<file path="config.mk">
export PLATFORM = sky130hd
export DESIGN_NAME = wb_regfile_flat
export DESIGN_NICKNAME = d
export VERILOG_FILES = /design/src/rtl/rv_pkg.sv /design/src/rtl/wb_regfile_if.sv /design/src/rtl/wb_regfile_load_fmt.sv /design/src/rtl/wb_regfile.sv /design/src/flat_wrapper.sv
export SDC_FILE = /design/constraint.sdc
export NUM_CORES = 2
export LEC_CHECK = 0
export ABC_AREA = 1
export CAP_MARGIN = 20
export CORE_UTILIZATION = 50
export DETAILED_ROUTE_END_ITERATION = 7
export PLACE_DENSITY = 0.73
export RECOVER_POWER = 50
export SLEW_MARGIN = 40
export SYNTH_ARGS = -nofsm -noshare
export SYNTH_HDL_FRONTEND = slang
export SYNTH_SLANG_ARGS = --single-unit
</file>
<file path="constraint.sdc">
create_clock -name clk -period 1.9 [get_ports clk]
set_input_delay 0.285 -clock clk [delete_from_list [all_inputs] [get_ports clk]]
set_output_delay 0.285 -clock clk [all_outputs]
set_load 0.005 [all_outputs]
</file>
<file path="src/rtl/rv_pkg.sv">
// Shared RV32 decode constants: load funct3 encodings, instruction field
// positions and the all-zero pipeline bubble.
package rv_pkg;

  localparam logic [2:0] F3_LB  = 3'b000;
  localparam logic [2:0] F3_LH  = 3'b001;
  localparam logic [2:0] F3_LW  = 3'b010;
  localparam logic [2:0] F3_LBU = 3'b100;
  localparam logic [2:0] F3_LHU = 3'b101;

  localparam int RD_MSB = 11;
  localparam int RD_LSB = 7;
  localparam int F3_MSB = 14;
  localparam int F3_LSB = 12;

  localparam logic [31:0] BUBBLE = 32'h0000_0000;

endpackage

</file>
<file path="src/rtl/wb_regfile_if.sv">
// MEM/WB-to-write-back bus: registered pipeline fields in, decode read ports
// and commit status out.
interface wb_regfile_if #(
  parameter int CNT_W = 64
);
  logic [31:0]      alu_result_in;
  logic [31:0]      mem_data_in;
  logic             RegWrite_in;
  logic             MemToReg_in;
  logic             Jump_in;
  logic [31:0]      instr_in;
  logic [4:0]       rs1_addr;
  logic [4:0]       rs2_addr;
  logic [31:0]      rs1_data;
  logic [31:0]      rs2_data;
  logic             wb_en;
  logic [4:0]       wb_rd;
  logic [31:0]      wb_data;
  logic [CNT_W-1:0] instret;

  modport slave (
    input  alu_result_in, mem_data_in, RegWrite_in, MemToReg_in, Jump_in,
           instr_in, rs1_addr, rs2_addr,
    output rs1_data, rs2_data, wb_en, wb_rd, wb_data, instret
  );

  modport master (
    output alu_result_in, mem_data_in, RegWrite_in, MemToReg_in, Jump_in,
           instr_in, rs1_addr, rs2_addr,
    input  rs1_data, rs2_data, wb_en, wb_rd, wb_data, instret
  );

endinterface

</file>
<file path="src/rtl/wb_regfile_load_fmt.sv">
// Load-data formatter: picks the byte/half lane of an aligned memory word
// and sign- or zero-extends it according to funct3.
module load_fmt
  import rv_pkg::*;
(
  input  logic [31:0] mem_data_i,
  input  logic [1:0]  off_i,
  input  logic [2:0]  funct3_i,
  output logic [31:0] fmt_o
);

  logic [7:0]  byte_sel;
  logic [15:0] half_sel;

  always_comb begin
    case (off_i)
      2'd0:    byte_sel = mem_data_i[7:0];
      2'd1:    byte_sel = mem_data_i[15:8];
      2'd2:    byte_sel = mem_data_i[23:16];
      default: byte_sel = mem_data_i[31:24];
    endcase
  end

  // Halfword lane depends only on off[1]; misaligned halves are not split.
  assign half_sel = off_i[1] ? mem_data_i[31:16] : mem_data_i[15:0];

  always_comb begin
    case (funct3_i)
      F3_LB:   fmt_o = {{24{byte_sel[7]}}, byte_sel};
      F3_LBU:  fmt_o = {24'h0, byte_sel};
      F3_LH:   fmt_o = {{16{half_sel[15]}}, half_sel};
      F3_LHU:  fmt_o = {16'h0, half_sel};
      F3_LW:   fmt_o = mem_data_i;
      default: fmt_o = mem_data_i;
    endcase
  end

endmodule

</file>
<file path="src/rtl/wb_regfile.sv">
// Write-back stage: selects the commit value, writes the 32x32 register file,
// serves two bypassed read ports and counts retired (non-bubble) instructions.
module wb_regfile
  import rv_pkg::*;
#(
  parameter int BYPASS     = 1,
  parameter int RESET_REGS = 1,
  parameter int CNT_W      = 64
) (
  input  logic         clk,
  input  logic         rst_n,
  wb_regfile_if.slave  bus
);

  logic [4:0]       rd;
  logic [2:0]       funct3;
  logic [31:0]      load_val;
  logic [31:0]      wb_data;
  logic             wb_en;
  logic [31:0]      regs_q [0:31];
  logic [CNT_W-1:0] instret_q;
  logic [CNT_W-1:0] instret_d;

  assign rd     = bus.instr_in[RD_MSB:RD_LSB];
  assign funct3 = bus.instr_in[F3_MSB:F3_LSB];

  load_fmt u_load_fmt (
    .mem_data_i (bus.mem_data_in),
    .off_i      (bus.alu_result_in[1:0]),
    .funct3_i   (funct3),
    .fmt_o      (load_val)
  );

  // Jump carries PC+4 in the ALU field and must win over a stale MemToReg.
  always_comb begin
    wb_data = bus.alu_result_in;
    if (!bus.Jump_in && bus.MemToReg_in) begin
      wb_data = load_val;
    end
  end

  assign wb_en       = bus.RegWrite_in && (rd != 5'd0);
  assign bus.wb_en   = wb_en;
  assign bus.wb_rd   = rd;
  assign bus.wb_data = wb_data;

  generate
    if (RESET_REGS != 0) begin : g_regs_rst
      always_ff @(posedge clk or negedge rst_n) begin
        if (!rst_n) begin
          for (int i = 0; i < 32; i++) begin
            regs_q[i] <= 32'h0;
          end
        end else if (wb_en) begin
          regs_q[rd] <= wb_data;
        end
      end
    end else begin : g_regs_ram
      // No reset on the array so it maps onto distributed/block RAM.
      always_ff @(posedge clk) begin
        if (rst_n && wb_en) begin
          regs_q[rd] <= wb_data;
        end
      end
    end
  endgenerate

  logic [4:0]  rd_addr [0:1];
  logic [31:0] rd_data [0:1];

  assign rd_addr[0]   = bus.rs1_addr;
  assign rd_addr[1]   = bus.rs2_addr;
  assign bus.rs1_data = rd_data[0];
  assign bus.rs2_data = rd_data[1];

  generate
    for (genvar gi = 0; gi < 2; gi++) begin : g_rd_port
      assign rd_data[gi] = (rd_addr[gi] == 5'd0) ? 32'h0 :
                           ((BYPASS != 0) && wb_en && (rd_addr[gi] == rd)) ? wb_data :
                           regs_q[rd_addr[gi]];
    end
  endgenerate

  always_comb begin
    instret_d = instret_q;
    if (bus.instr_in != BUBBLE) begin
      instret_d = instret_q + CNT_W'(1);
    end
  end

  always_ff @(posedge clk or negedge rst_n) begin
    if (!rst_n) begin
      instret_q <= '0;
    end else begin
      instret_q <= instret_d;
    end
  end

  assign bus.instret = instret_q;

endmodule
</file>
<file path="src/flat_wrapper.sv">
// flat-port wrapper written by rule: the top's interface ports become plain ports
module wb_regfile_flat import rv_pkg::*;
#(
  parameter int BYPASS     = 1,
  parameter int RESET_REGS = 1,
  parameter int CNT_W      = 64
)
  (clk, rst_n, bus_alu_result_in, bus_mem_data_in, bus_RegWrite_in, bus_MemToReg_in, bus_Jump_in, bus_instr_in, bus_rs1_addr, bus_rs2_addr, bus_rs1_data, bus_rs2_data, bus_wb_en, bus_wb_rd, bus_wb_data, bus_instret);
  wb_regfile_if #(.CNT_W(CNT_W)) bus_i ();
  input  logic clk;
  input  logic rst_n;
  input wire logic [$bits(bus_i.alu_result_in)-1:0] bus_alu_result_in;
  input wire logic [$bits(bus_i.mem_data_in)-1:0] bus_mem_data_in;
  input wire logic [$bits(bus_i.RegWrite_in)-1:0] bus_RegWrite_in;
  input wire logic [$bits(bus_i.MemToReg_in)-1:0] bus_MemToReg_in;
  input wire logic [$bits(bus_i.Jump_in)-1:0] bus_Jump_in;
  input wire logic [$bits(bus_i.instr_in)-1:0] bus_instr_in;
  input wire logic [$bits(bus_i.rs1_addr)-1:0] bus_rs1_addr;
  input wire logic [$bits(bus_i.rs2_addr)-1:0] bus_rs2_addr;
  output wire logic [$bits(bus_i.rs1_data)-1:0] bus_rs1_data;
  output wire logic [$bits(bus_i.rs2_data)-1:0] bus_rs2_data;
  output wire logic [$bits(bus_i.wb_en)-1:0] bus_wb_en;
  output wire logic [$bits(bus_i.wb_rd)-1:0] bus_wb_rd;
  output wire logic [$bits(bus_i.wb_data)-1:0] bus_wb_data;
  output wire logic [$bits(bus_i.instret)-1:0] bus_instret;
  assign bus_i.alu_result_in = bus_alu_result_in;
  assign bus_i.mem_data_in = bus_mem_data_in;
  assign bus_i.RegWrite_in = bus_RegWrite_in;
  assign bus_i.MemToReg_in = bus_MemToReg_in;
  assign bus_i.Jump_in = bus_Jump_in;
  assign bus_i.instr_in = bus_instr_in;
  assign bus_i.rs1_addr = bus_rs1_addr;
  assign bus_i.rs2_addr = bus_rs2_addr;
  assign bus_rs1_data = bus_i.rs1_data;
  assign bus_rs2_data = bus_i.rs2_data;
  assign bus_wb_en = bus_i.wb_en;
  assign bus_wb_rd = bus_i.wb_rd;
  assign bus_wb_data = bus_i.wb_data;
  assign bus_instret = bus_i.instret;
  wb_regfile #(.BYPASS(BYPASS), .RESET_REGS(RESET_REGS), .CNT_W(CNT_W)) u_core (.clk(clk), .rst_n(rst_n), .bus(bus_i));
endmodule
</file>
* Word level (Yosys, flattened, before mapping)
Index checks and enable logic that the tools add are counted.
** Operators by class
- Add/subtract/negate cells :: 1
- Order comparisons :: 4
- Equality and inequality tests :: 7
- Multiplexer cells :: 17
- Bitwise gates (word level) :: 3
- Reductions and logical operators :: 12
** Operators by type and width (number)
- 1024-bit bitwise mux :: 1
- 32-bit binary-select mux with 5-bit select :: 2
- 32-bit two-way mux :: 10
- 32-bit demux with 5-bit select :: 1
- 32-bit one-hot mux with 4 select lines :: 1
- 64-bit by 1-bit adder with 64-bit output (second input constant) :: 1
- 32-bit nonzero test :: 1
- 8-bit one-hot mux with 3 select lines :: 1
- 6-bit greater-or-equal comparator (second input constant) :: 3
- 5-bit NOT with 6-bit output :: 3
- 16-bit two-way mux :: 1
- 5-bit equality test :: 2
- 5-bit zero test :: 2
- 3-bit equality test (second input constant) :: 2
- 6-bit by 1-bit < comparator with 1-bit output (second input constant) :: 1
- 1-bit logical AND :: 5
- 5-bit nonzero test :: 1
- 3-bit by 1-bit equality test with 1-bit output (second input constant) :: 1
- 3-bit zero test :: 1
- 2-bit by 1-bit equality test with 1-bit output (second input constant) :: 1
- 2-bit equality test (second input constant) :: 1
- 2-bit zero test :: 1
- 1-bit zero test :: 1
** Word-level totals
- Register bits :: 1088
- Output and inout bits :: 166
- Word-level logic and storage cells :: 77

* Logic depth before layout (Yosys ltp)
- Depth after elaboration :: 6
- Mapped depth :: 14
- Gate-level depth less buffers :: 13

* Cells and area by module
From an unflattened synthesis, not the netlist that was laid out.
** Second synthesis, totals
- Cells, all modules :: 8884
- Area total of the unflattened synthesis :: 63678.6 µm²
** By module, submodules not included
- wb_regfile :: times used 1, cells each 8692, area each 62782.7 µm², sequential area each 27226.1 µm²
- load_fmt :: times used 1, cells each 192, area each 895.9 µm², sequential area each 0.0 µm²

* Least setup slack after synthesis
No wires, ideal clock.
- Kind :: input-to-output
- Start :: input port bus_rs1_addr[0]
- End :: output port bus_rs1_data[11]
- Arrival :: 1.643 ns
- Required time :: 1.615 ns
- Path slack :: -0.028 ns
- Stages :: 8
- Buffers on the path :: 4
- Cells stage by stage :: buf_2 > clkbuf_1 > buf_2 > nor2_1 > nand4_1 > clkbuf_1 > nand2_1 > nor2_1
** On the way
- Longest elaborated chain between the ends :: 6
- Elaborated cells between the ends (all ways) :: 9
- Those cells by class :: eq/ne (1); mux (5); bitwise (1); reduce/logical (2)
** RTL lines
- from (decl) :: line flat_wrapper.sv:18 : input wire logic [$bits(bus_i.rs1_addr)-1:0] bus_rs1_addr;
- 5-bit NOT with 6-bit output (implied by the code) :: line wb_regfile.sv:80 : regs_q[rd_addr[gi]];
- 32-bit binary-select mux with 5-bit select :: line wb_regfile.sv:80
- 32-bit two-way mux (implied by the code) (2 in series) :: line wb_regfile.sv:80
- 32-bit two-way mux :: line wb_regfile.sv:79 : ((BYPASS != 0) && wb_en && (rd_addr[gi] == rd)) ? wb_data :
- 32-bit two-way mux * :: line wb_regfile.sv:78 : assign rd_data[gi] = (rd_addr[gi] == 5'd0) ? 32'h0 :
- to (decl) :: line flat_wrapper.sv:20 : output wire logic [$bits(bus_i.rs1_data)-1:0] bus_rs1_data;
Every way passes the cells marked *; elsewhere a longest branch is shown, timed or not. The select of a mux whose other input is x is not followed.

* Final worst setup path
- Start :: register u_core.regs_q[665] in the netlist's numbering
- End :: output port bus_rs2_data[25]
** On the way
- Longest elaborated chain between the ends :: 5
** RTL lines
- from (decl) :: line wb_regfile.sv:20 : logic [31:0] regs_q [0:31];
- from (signal, indexed assignment) :: line wb_regfile.sv:55 : regs_q[rd] <= wb_data;
- 32-bit binary-select mux with 5-bit select :: line wb_regfile.sv:80
- 32-bit two-way mux (implied by the code) (2 in series) :: line wb_regfile.sv:80
- 32-bit two-way mux :: line wb_regfile.sv:79
- 32-bit two-way mux :: line wb_regfile.sv:78
- to (decl) :: line flat_wrapper.sv:21 : output wire logic [$bits(bus_i.rs2_data)-1:0] bus_rs2_data;
Every way passes these cells. The select of a mux whose other input is x is not followed.

==> flow_summary.ini <==
[clock_network]
cts-htree-levels = 3
tritoncts_num_sinks = 1088
cts_made_buffers = 119
worst_setup_hold_path_clk_slew_ns = 0.07
ctsLongestPathBuffers = 3
cts_tree = built
insertion_delay_ns = 0.76
cts-root-buf = sky130_fd_sc_hd__clkbuf_16

[timing]
remaining_max_slew_budget_at_the_tightest_pin_pct = 6.52
hold_viol_final = 0
fmax_mhz = 404
timing.final.setup_violations = 387
rsz0062_at_grt = true
period_minus_slack_ns = 2.48
drv_slew = 0
max_slew.worst_pin.slew_ns = 1.40
skew_ns = 0.00638
post-route-worst-setup-slack_ns = -0.576
post-route-period-util_pct = 130
fin_tns_setup_ns = -44.53

[drt]
firstDrtPassIters = 8
vias = 76200
drcViolationCount = 8
drt_iter0_drc = 11800
route.detailed.vias_per_inst = 6.23
antenna_violating_nets_post_route = 0
wire_per_inst_um = 23.9
routed_wl_um = 292000

[place]
place.detailed.hpwl_um = 190000
gp_congestion = 1.01
numPortBuffers = 276

[setup_path]
required_ns = 1.62
regToRegSetupSlack_ns = 0.03
cp_max_fo = 2
r2r.worst_path.cells = 12
r2r_end = u_core.bus.instret[60]$_DFFE_PN0P_
worst-setup-path-type = reg2out
worstSetupStartpointType = flop
end_kind = primary output
worst_ep_arrival_time_ns = 2.19
r2r_start = u_core.bus.instret[15]$_DFFE_PN0P_

[logic_synthesis]
yosysTopAreaCellShare_pct = 41.3
avgSynthCellArea_um2 = 6.96
yosys.area.top_type = sky130_fd_sc_hd__dfrtp_1
syn_inst = 9476
ys_seq_elements = 1088
ys_dominant_reg_cell = sky130_fd_sc_hd__dfrtp_1
netlist_area_um2 = 65900
synth_edf_count = 0
post-synth-top-count-cell = sky130_fd_sc_hd__nand2_1
post_synth_most_frequent_cells = 2821 x sky130_fd_sc_hd__nand2_1, 1563 x sky130_fd_sc_hd__nand3_1, 1088 x sky130_fd_sc_hd__dfrtp_1
postSynth.asyncResetShare_pct = 100
synthesis.nets = 9588
count_of_unique_library_cells_instantiated_by_yosys = 35
synthesis.yosys.warnings = 0
netlist_top_cells_area = sky130_fd_sc_hd__dfrtp_1 41%, sky130_fd_sc_hd__nand2_1 16%, sky130_fd_sc_hd__nand3_1 12%, sky130_fd_sc_hd__nor2_1 5.5%, sky130_fd_sc_hd__o21ai_0 4.7%
synth.yosys.seq_area_share_pct = 41.3

[floorplanning]
die-height_um = 365
std_cell_rows = 132
initial_utilization_pct = 50.7
ios = 277
fp.dieArea_um2 = 133000
fp.coreArea_um2 = 130000
floorplan.die.width_um = 365

[outcome]
violated_checks = DRC, setup timing
run_status = finished with violations

[power]
power_mw = 80.6
leakage_nw = 41.4
ir_drop_mv = 0.849
power_density_nw_per_um2 = 901

[worst_hold_path]
hold_path_class = in2reg
timing.hold.worst_path_depth = 4
hold-path-endpoint = u_core.regs_q[768]$_DFFE_PN0P_
hold_start = bus_alu_result_in[0]

[cells_and_area]
nets = 10500
area_delta_synth_final_pct = 35.7
drive_gt1_share_pct = 27.3
antenna_cells = 0

[run]
max_cap_viol_count = 0

[global_route]
total_congestion_overflow = 0
antenna_found_initial = 5
wire_length_of_the_first_global_routing_pass_um = 432000
grt_start_max_net_pins = 69
first_global_vias = 72000
all_layer_global_routing_usage_pct = 42.3
[layer usage]
layer / GRT usage [%] / routed length, um / vias up
met2: 61.6 / 122000 / 5965
met1: 52.6 / 103000 / 35500
met4: 30.2 / 24700 / 6
li1: - / - / 33100
met3: 13.9 / 41900 / 1560
met5: 0 / 36 / -
[registers in the layout, indices dropped and copies added, names as in the netlist]
| signal | count |
|---|---|
| u_core.bus.instret | 64 |
| u_core.regs_q | 1024 |
[layout make-up]
type	instances	area [um^2]
fill	10300	40700
multi-input combinational	7069	37200
sequential	1088	27200
timing repair buffer	1574	16600
clock buffer	169	3520
tap	1742	2180
inverter	523	2050
clock inverter	54	657
timing repair inverter	1	3.75
[power by group]
group | internal [mW] | leakage, nW | switching (mW)
clock | 14.7 | 2.08 | 10.4
sequential | 28.2 | 13.2 | 3.62
combinational | 10.3 | 26.1 | 13.4
total | 53.2 | 41.4 | 27.4
[kinds of logic (layout without fill, tap and decap cells)]
group	Yosys count	count (layout)	share of synthesized area [%]
xor gates and xnor gates	40	40	0.531
buffers and inverters	1319	2321	8.30
DFF	1088	1088	41.3
and+or+nand+nor	5509	5509	35.3
AOI/OAI and AO/OA	1519	1519	14.5
adders and majority gates	1	1	0.0190
[how the worst max path moves through the flow]
stage | from | to | cells past startpoint
after detailed placement | bus_instr_in[7] | bus_rs1_data[9] | 12
after global placement | bus_alu_result_in[1] | bus_wb_data[2] | 11
after floorplan | bus_instr_in[13] | bus_rs1_data[20] | 14
after global routing | u_core.regs_q[111]$_DFFE_PN0P_ | bus_rs1_data[15] | 9
after CTS | u_core.regs_q[162]$_DFFE_PN0P_ | bus_rs2_data[2] | 12
final | u_core.regs_q[665]$_DFFE_PN0P_ | bus_rs2_data[25] | 10
[critical path, cell delays in order (launching register included)]
cell                      delay [ns]
sky130_fd_sc_hd__dfrtp_1        0.40
sky130_fd_sc_hd__buf_6          0.14
sky130_fd_sc_hd__a21oi_4        0.16
sky130_fd_sc_hd__o21ai_1        0.10
sky130_fd_sc_hd__nand2_1        0.08
sky130_fd_sc_hd__nor2_1         0.05
sky130_fd_sc_hd__nor2_2         0.14
sky130_fd_sc_hd__nor2_4         0.08
sky130_fd_sc_hd__nor2_2         0.11
sky130_fd_sc_hd__nor2_1         0.06
sky130_fd_sc_hd__buf_2          0.12
[per-stage QoR]
stage,utilization [%],cell area [um^2],setup WS (ns),std cells,hold slack [ns]
global placement,60.7,79000,-1.29,11700,0.252
detailed placement,60.7,79000,-1.28,11700,0.245
floorplan,-,65900,-0.0110,9476,-0.0106
global route,68.7,89500,-0.638,12200,0.158
finish,68.7,89500,-0.576,12200,0.159
CTS,66.8,86900,-0.569,12200,0.0483
[timing repair]
action / CTS / global route
setup endpoints to repair: 345 / 134
gates cloned: 5 / 2
gates resized for setup: 1325 / 643
hold endpoints to repair: 392 / 0
hold buffers: 1 / 0
pin swaps: 524 / 425
buffers inserted: 231 / 89
[placed cells by master (no fill, tap or decap), drive strengths merged]
master         netlist  layout
clkdlybuf4s15        0       7
clkinv               0      35
a31oi              559     559
buf                346    1388
ha                   1       1
clkdlybuf4s50        0      69
or2                 14      14
xnor2               15      15
a21oi              266     266
nand3             1567    1567
clkbuf             450     191
dlygate4sd3          0       1
dfrtp             1088    1088
bufinv               0      14
nand4               33      33
nor2               995     995
dlygate4sd2          0      80
o21ai              690     690
bufbuf               0       3
dlymetal6s2s         0       4
o211ai               4       4
nor3                45      45
inv                523     523
clkinvlp             0       6
nand2             2853    2853
nand3b               2       2
xor2                25      25
Note: power is estimated with default switching activity, not from simulation.
